## src/rtl/mem_access.sv

```systemverilog
// mem_access: ME pipeline stage with valid/ready data-bus loads/stores, load formatting, forwarding and WB register
package mem_access_pkg;
  localparam int WORD_W = 32;
  localparam int ADDR_W = 32;
  localparam int INSTR_W = 32;
  localparam int REG_IDX_W = 5;
  localparam int MEM_OP_W = 4;
  localparam int DEST_SRC_W = 2;
  localparam logic [MEM_OP_W-1:0] MEM_OP_NONE = 4'd0;
  localparam logic [MEM_OP_W-1:0] MEM_OP_LB = 4'd1;
  localparam logic [MEM_OP_W-1:0] MEM_OP_LH = 4'd2;
  localparam logic [MEM_OP_W-1:0] MEM_OP_LW = 4'd3;
  localparam logic [MEM_OP_W-1:0] MEM_OP_LBU = 4'd4;
  localparam logic [MEM_OP_W-1:0] MEM_OP_LHU = 4'd5;
  localparam logic [MEM_OP_W-1:0] MEM_OP_SB = 4'd6;
  localparam logic [MEM_OP_W-1:0] MEM_OP_SH = 4'd7;
  localparam logic [MEM_OP_W-1:0] MEM_OP_SW = 4'd8;
  localparam logic [DEST_SRC_W-1:0] DEST_SRC_NONE = 2'd0;
  localparam logic [DEST_SRC_W-1:0] DEST_SRC_ALU = 2'd1;
  localparam logic [DEST_SRC_W-1:0] DEST_SRC_MEM = 2'd2;
endpackage

module mem_access
  import mem_access_pkg::*;
(
  input  logic                  clk,
  input  logic                  aresetn,
  input  logic                  clr,
  input  logic [ADDR_W-1:0]     i_pc,
  input  logic [INSTR_W-1:0]    i_instr,
  input  logic [WORD_W-1:0]     i_alu_eval,
  input  logic [WORD_W-1:0]     i_store_data,
  input  logic [MEM_OP_W-1:0]   i_mem_op,
  input  logic [DEST_SRC_W-1:0] i_dest_src,
  input  logic [REG_IDX_W-1:0]  i_dest_reg,
  output logic [ADDR_W-1:0]     o_pc,
  output logic [INSTR_W-1:0]    o_instr,
  output logic [REG_IDX_W-1:0]  o_dest_reg,
  output logic [DEST_SRC_W-1:0] o_dest_src,
  output logic [WORD_W-1:0]     o_dest_data,
  output logic                  o_busy,
  output logic                  o_misaligned,
  output logic                  o_dbus_valid,
  output logic                  o_dbus_we,
  output logic [ADDR_W-1:0]     o_dbus_addr,
  output logic [WORD_W-1:0]     o_dbus_wdata,
  output logic [3:0]            o_dbus_strb,
  input  logic                  i_dbus_ready,
  input  logic                  i_dbus_rvalid,
  input  logic [WORD_W-1:0]     i_dbus_rdata,
  output logic                  o_wb_dest_en,
  output logic [REG_IDX_W-1:0]  o_wb_dest_reg,
  output logic [WORD_W-1:0]     o_wb_dest_data
);
  typedef enum logic [1:0] {IDLE = 2'd0, REQ = 2'd1, RESP = 2'd2} state_t;
  state_t state, state_nx;
  logic [ADDR_W-1:0] pc_q;
  logic [INSTR_W-1:0] instr_q;
  logic [WORD_W-1:0] alu_q, sd_q, ld_q, ld_fmt;
  logic [MEM_OP_W-1:0] op_q;
  logic [DEST_SRC_W-1:0] dsrc_q;
  logic [REG_IDX_W-1:0] dreg_q;
  logic mis_q, mis_in, go;
  logic [7:0] ld_b;
  logic [15:0] ld_h;

  function automatic logic is_ld(input logic [MEM_OP_W-1:0] op);
    return op inside {MEM_OP_LB, MEM_OP_LH, MEM_OP_LW, MEM_OP_LBU, MEM_OP_LHU};
  endfunction

  function automatic logic is_st(input logic [MEM_OP_W-1:0] op);
    return op inside {MEM_OP_SB, MEM_OP_SH, MEM_OP_SW};
  endfunction

  function automatic logic misal(input logic [MEM_OP_W-1:0] op, input logic [1:0] a);
    return ((op inside {MEM_OP_LH, MEM_OP_LHU, MEM_OP_SH}) && a[0]) ||
           ((op inside {MEM_OP_LW, MEM_OP_SW}) && a != 2'b00);
  endfunction

  assign mis_in = misal(i_mem_op, i_alu_eval[1:0]);
  assign go = !clr && (is_ld(i_mem_op) || is_st(i_mem_op)) && !mis_in;

  always_ff @(posedge clk or negedge aresetn)
    if (!aresetn) state <= IDLE;
    else state <= state_nx;

  always_comb begin
    state_nx = state == IDLE ? (go ? REQ : IDLE)
             : state == REQ  ? (i_dbus_ready ? (is_st(op_q) ? IDLE : RESP) : REQ)
             : (i_dbus_rvalid ? IDLE : RESP);
  end

  always_comb begin
    o_busy = state != IDLE;
    o_dbus_valid = state == REQ;
    o_dbus_we = is_st(op_q);
    o_dbus_addr = {alu_q[ADDR_W-1:2], 2'b00};
    o_dbus_strb = op_q == MEM_OP_SB ? 4'b0001 << alu_q[1:0]
                : op_q == MEM_OP_SH ? (alu_q[1] ? 4'b1100 : 4'b0011)
                : op_q == MEM_OP_SW ? 4'b1111 : 4'b0000;
    o_dbus_wdata = op_q == MEM_OP_SB ? {4{sd_q[7:0]}}
                 : op_q == MEM_OP_SH ? {2{sd_q[15:0]}} : sd_q;
  end

  always_comb begin
    ld_b = i_dbus_rdata[{alu_q[1:0], 3'b000} +: 8];
    ld_h = i_dbus_rdata[{alu_q[1], 4'b0000} +: 16];
    ld_fmt = op_q == MEM_OP_LB  ? {{24{ld_b[7]}}, ld_b}
           : op_q == MEM_OP_LBU ? {24'b0, ld_b}
           : op_q == MEM_OP_LH  ? {{16{ld_h[15]}}, ld_h}
           : op_q == MEM_OP_LHU ? {16'b0, ld_h} : i_dbus_rdata;
  end

  always_ff @(posedge clk or negedge aresetn)
    if (!aresetn) begin
      pc_q <= '0;
      instr_q <= '0;
      alu_q <= '0;
      sd_q <= '0;
      op_q <= MEM_OP_NONE;
      dsrc_q <= DEST_SRC_NONE;
      dreg_q <= '0;
      mis_q <= 1'b0;
    end else if (!o_busy) begin
      pc_q <= clr ? '0 : i_pc;
      instr_q <= clr ? '0 : i_instr;
      alu_q <= clr ? '0 : i_alu_eval;
      sd_q <= clr ? '0 : i_store_data;
      op_q <= clr ? MEM_OP_NONE : i_mem_op;
      dsrc_q <= clr ? DEST_SRC_NONE : i_dest_src;
      dreg_q <= clr ? '0 : i_dest_reg;
      mis_q <= !clr && mis_in;
    end

  always_ff @(posedge clk or negedge aresetn)
    if (!aresetn) ld_q <= '0;
    else if (state == RESP && i_dbus_rvalid) ld_q <= ld_fmt;

  always_ff @(posedge clk or negedge aresetn)
    if (!aresetn) begin
      o_wb_dest_en <= 1'b0;
      o_wb_dest_reg <= '0;
      o_wb_dest_data <= '0;
    end else if (o_busy) o_wb_dest_en <= 1'b0;
    else begin
      o_wb_dest_en <= dsrc_q != DEST_SRC_NONE && !(mis_q && is_ld(op_q)) && dreg_q != '0;
      o_wb_dest_reg <= dreg_q;
      o_wb_dest_data <= o_dest_data;
    end

  assign o_pc = pc_q;
  assign o_instr = instr_q;
  assign o_dest_reg = dreg_q;
  assign o_dest_src = dsrc_q;
  assign o_dest_data = dsrc_q == DEST_SRC_MEM ? ld_q : alu_q;
  assign o_misaligned = mis_q;
endmodule

```

## config.mk

```make
export PLATFORM = sky130hd
export DESIGN_NAME = mem_access
export DESIGN_NICKNAME = d
export VERILOG_FILES = /design/src/rtl/mem_access.sv
export SDC_FILE = /design/constraint.sdc
export NUM_CORES = 1
export LEC_CHECK = 0
export CAP_MARGIN = 20
export CORE_ASPECT_RATIO = 0.9
export CORE_MARGIN = 3
export CORE_UTILIZATION = 40
export DETAILED_ROUTE_END_ITERATION = 8
export PLACE_DENSITY = 0.85
export SYNTH_ARGS = -nofsm -noshare
export SYNTH_HDL_FRONTEND = slang
export SYNTH_SLANG_ARGS = --single-unit
```

## constraint.sdc

```tcl
create_clock -name clk -period 1.7 [get_ports clk]
set_clock_uncertainty 0.15 [all_clocks]
set_input_delay 0.17 -clock clk [delete_from_list [all_inputs] [get_ports clk]]
set_output_delay 0.17 -clock clk [all_outputs]
set_load 0.02 [all_outputs]
```

======== Word-level counts from Yosys, hierarchy flattened ========
Cells that the tools add are included.
Widths: inputs -> output; s select.
cells by class
  reduce and logical (&&, ||, !) cells .... 25
  shifts and indexed selects .............. 3
  eq/ne operators ......................... 19
  mux-type cells .......................... 25
operators by type and width
  kind                 count
  $mux 32              11
  $eq 4x3->1 const B   8
  $shiftx 32x6->16     1
  $shiftx 32x6->8      1
  $mux 4               5
  $eq 4x2->1 const B   4
  $reduce_bool 5->1    3
  $mux 2               6
  $logic_and 1x1->1    9
  $reduce_bool 3->1    3
  $eq 4x1->1 const B   2
  $eq 4x4->1 const B   2
  $reduce_bool 2->1    4
  $mux 5               1
  $eq 2x2->1 const B   2
  $shl 1x2->4 const A  1
  $logic_not 1->1      3
  $eq 2x1->1 const B   1
  $logic_not 2->1      1
  $logic_or 1x1->1     2
  $mux 1               2
word-level totals
  bits in registers ....................... 212
  output and inout port bits .............. 213
  logic and storage cells ................. 85
  bits of input ports ..................... 176

======== Longest topological paths before layout ========
  depth in word-level cells ............... 8
  gate-level depth with buffers ........... 8
  depth with buffers taken out ............ 4

======== Worst setup path after synthesis ========
No wires, ideal clock.
  path type ............................... reg-to-reg
  start point ............................. register dsrc_q[1] (netlist: o_dest_src[1])
  end point ............................... register o_wb_dest_data[7]
  slack ................................... -317 ps
  clock period less this slack ............ 2,017 ps
  path buffers ............................ 2
  arrival ................................. 1,739 ps
  setup time .............................. 128 ps
  required time ........................... 1,422 ps
  stages on the path, launching flop included .. 6
  cells stage by stage .................... dfrtp_1 > nor2b_1 > clkbuf_1 > buf_2 > mux2_2 > mux2_1
on the way
  word-level cells in the longest chain between the ends .. 2
ends and longest elaborated chain
  item                      RTL line  RTL
  start, declared           61        logic [DEST_SRC_W-1:0] dsrc_q;
  start signal, assigned    130       dsrc_q <= clr ? DEST_SRC_NONE : i_dest_src;
  $eq 2x2->1                155       assign o_dest_data = dsrc_q == DEST_SRC_MEM ? ld_q : alu_q;
  $mux 32                   155
  named net o_dest_data[7]  40        output logic [WORD_W-1:0] o_dest_data,
  end signal, assigned      148       o_wb_dest_data <= o_dest_data;
  end, declared             53        output logic [WORD_W-1:0] o_wb_dest_data
The timed path passes the listed nets, and every way through them passes these cells.
A chain may end at the register's enable or synchronous reset.

======== Worst setup path after layout ========
  start point ............................. register op_q[3]
  end point ............................... output o_dbus_wdata[14]
on the way
  word-level cells in the longest chain between the ends .. 2
ends and longest elaborated chain
  item                    RTL line  RTL
  start, declared         60        logic [MEM_OP_W-1:0] op_q;
  start signal, assigned  129       op_q <= clr ? MEM_OP_NONE : i_mem_op;
  $eq 4x3->1              101       o_dbus_wdata = op_q == MEM_OP_SB ? {4{sd_q[7:0]}}
  $mux 32                 101
  end, declared           46        output logic [WORD_W-1:0] o_dbus_wdata,
Every way passes these cells.

==> impl_metrics.json <==
{
  "status": "complete, but fails checks",
  "violations": "setup timing",
  "tritoncts": "built",
  "synth_edf_count": 0,
  "post_synth_instance_area_um2": 10300,
  "grt_pass1_wl_mm": 53.5,
  "layout_common_cells": "dfrtp_1 (208), clkdlybuf4s50_1 (173), nand2_1 (148)",
  "period_needed_ns": 2.26,
  "via_count": 9322,
  "via_per_inst": 5.17,
  "final_common_cell": "dfrtp_1",
  "cts-root-buf": "clkbuf_16",
  "p_leak_nw": 7.57,
  "drive_gt1_frac": 0.261,
  "htree_levels": 1,
  "fin_tns_setup_ns": -37.01,
  "placed_cell_area_um2": 15000,
  "boundaryPins": 389,
  "setup_viol": 120,
  "synth_top_cell_by_area": "dfrtp_1",
  "ant_nets": 0,
  "antenna_found_initial": 3,
  "drt-total-wl_mm": 36.8,
  "worstSetupPathType": "reg -> out",
  "holdCritPathClass": "in -> reg",
  "post-place-ws_ns": -0.409,
  "worst_r2r_path_depth": 8,
  "avgSynthCellArea_um2": 10.1,
  "yosys.area.top_type_share": 0.514,
  "period_share": 1.33,
  "ys_seq_area_frac": 0.514,
  "max-vdd-ir-drop_v": 0.000722,
  "synthArstFlopShare": 1.00,
  "ys_ff_latch": 212,
  "core_um2": 25300,
  "crit_arrival_ns": 1.94,
  "synthTopCellsByArea": "dfrtp_1 (51%), mux2_2 (8.6%), nand2b_1 (8.5%)",
  "dp_cells": 1730,
  "power.density_nw_per_um2": 1470,
  "grt_max_degree": 83,
  "rsz0062_at_grt": "yes",
  "grt_pass1_vias": 9460,
  "hold_slack_ns": 0.0352,
  "yosys_most_used_dff": "dfrtp_1",
  "syn2layout_area_growth_pct": 59.7,
  "max_freq_mhz": 443,
  "max-cap-violations": 0,
  "yosys_warnings": 0,
  "die_w_um": 175,
  "clock_sinks": 212,
  "start_util": 0.409,
  "num-nets-final": 1615,
  "port_buffers": 386,
  "clk_latency_ns": 0.51,
  "hpwl_mm": 25.8,
  "totalPowerFinal_mw": 24.3,
  "fin_util": 0.653,
  "path_max_fanout": 8,
  "hold_violations": 0,
  "ys_types": 43,
  "slew_violations": 0,
  "fin_area_um2": 16500,
  "crit_path_start_kind": "register",
  "drt_first_pass_iters": 5,
  "crit_path_end_kind": "output pin",
  "grt_usage": 0.245,
  "fp-row-count": 55,
  "dieArea_um2": 27800,
  "cts_buffer_depth": 3,
  "whs_path_depth": 3,
  "grt_overflow": 0,
  "setup_ws_ns": -0.558,
  "cts_buffers": 25,
  "crit_required_ns": 1.38,
  "syn-instance-count": 1026,
  "post-route-drc-count": 0,
  "die_h_um": 158,
  "instances_no_fill": 1802,
  "first_iter_violations": 742,
  "gp_congestion": 0.929,
  "routedWlPerCell_um": 20.4,
  "clkTransAtPathRegs_ns": 0.06
}
-- logic make-up (layout without fill, tap and decap cells) --
logic type | count (synthesis) | in the layout | share of synthesized area
simple gates | 347 | 347 | 0.170
compound gates | 234 | 236 | 0.124
flops | 212 | 212 | 0.514
buf+inv | 121 | 549 | 0.0651
mux | 109 | 109 | 0.126
xor+xnor | 2 | 2 | 0.00170
other cells | 1 | 5 | 0.000363
-- synthesized netlist by cell type, types with 8 or more instances --
library cell	number
buf_2	27
o21ai_0	162
a21oi_1	26
a31oi_1	8
nand3_1	9
buf_4	43
nand2_1	163
mux2_2	79
o21a_1	16
dfrtp_1	212
nand2b_1	141
mux4_2	8
mux2i_1	17
clkbuf_1	45
nor2_1	13
o22ai_1	9
-- repair_timing --
| action | CTS | global route |
|---|---|---|
| setup endpoints to repair | 265 | 142 |
| endpoints found under the hold margin | 212 | 0 |
| pin swaps | 54 | 14 |
| setup buffers | 13 | 12 |
| cloned | 3 | 5 |
| resized for setup | 584 | 64 |
| hold buffers | 2 | 0 |
-- power breakdown --
part           total, mW  internal [mW]  switching, mW
Combinational       11.1           5.29           5.79
Sequential          7.76           6.60           1.16
Clock               5.46           3.32           2.14
-- metal layers --
layer  global-route usage  vias to the layer above  share of wire
li1                     -                     4265              -
met1                0.279                     4474           0.37
met2                0.439                      462           0.50
met3               0.0613                      121          0.074
met4                0.108                        0          0.050
met5                    0                        -              0
-- critical path: stages (launching register included) --
cell and delay (ns):
dfrtp_1 0.37, nand3b_1 0.26, nor2_2 0.20, buf_12 0.16
mux2_4 0.31, buf_6 0.13
-- area by class of cell --
| cell class | count | area, um^2 |
|---|---|---|
| fillers | 1929 | 8760 |
| flip-flops and latches | 212 | 5310 |
| repair buffers | 501 | 5010 |
| multi-input cells | 696 | 4890 |
| clock buffers | 38 | 744 |
| well taps | 342 | 428 |
| clock inverters | 7 | 93.8 |
| inverters | 3 | 11.3 |
| diodes | 3 | 7.51 |
-- worst paths after layout --
kind,startpoint,to,slack [ns]
hold reg to reg,o_instr[27],o_instr[27],0.32
max in group asynchronous,aresetn,o_instr[13],0.27
setup / recovery,op_q[3],o_dbus_wdata[14],-0.56
min in group asynchronous,aresetn,alu_q[3],0.51
hold / removal,clr,state[0],0.04
setup reg to reg,op_q[0],ld_q[18],-0.28
Power figures use the tool's default switching activity.
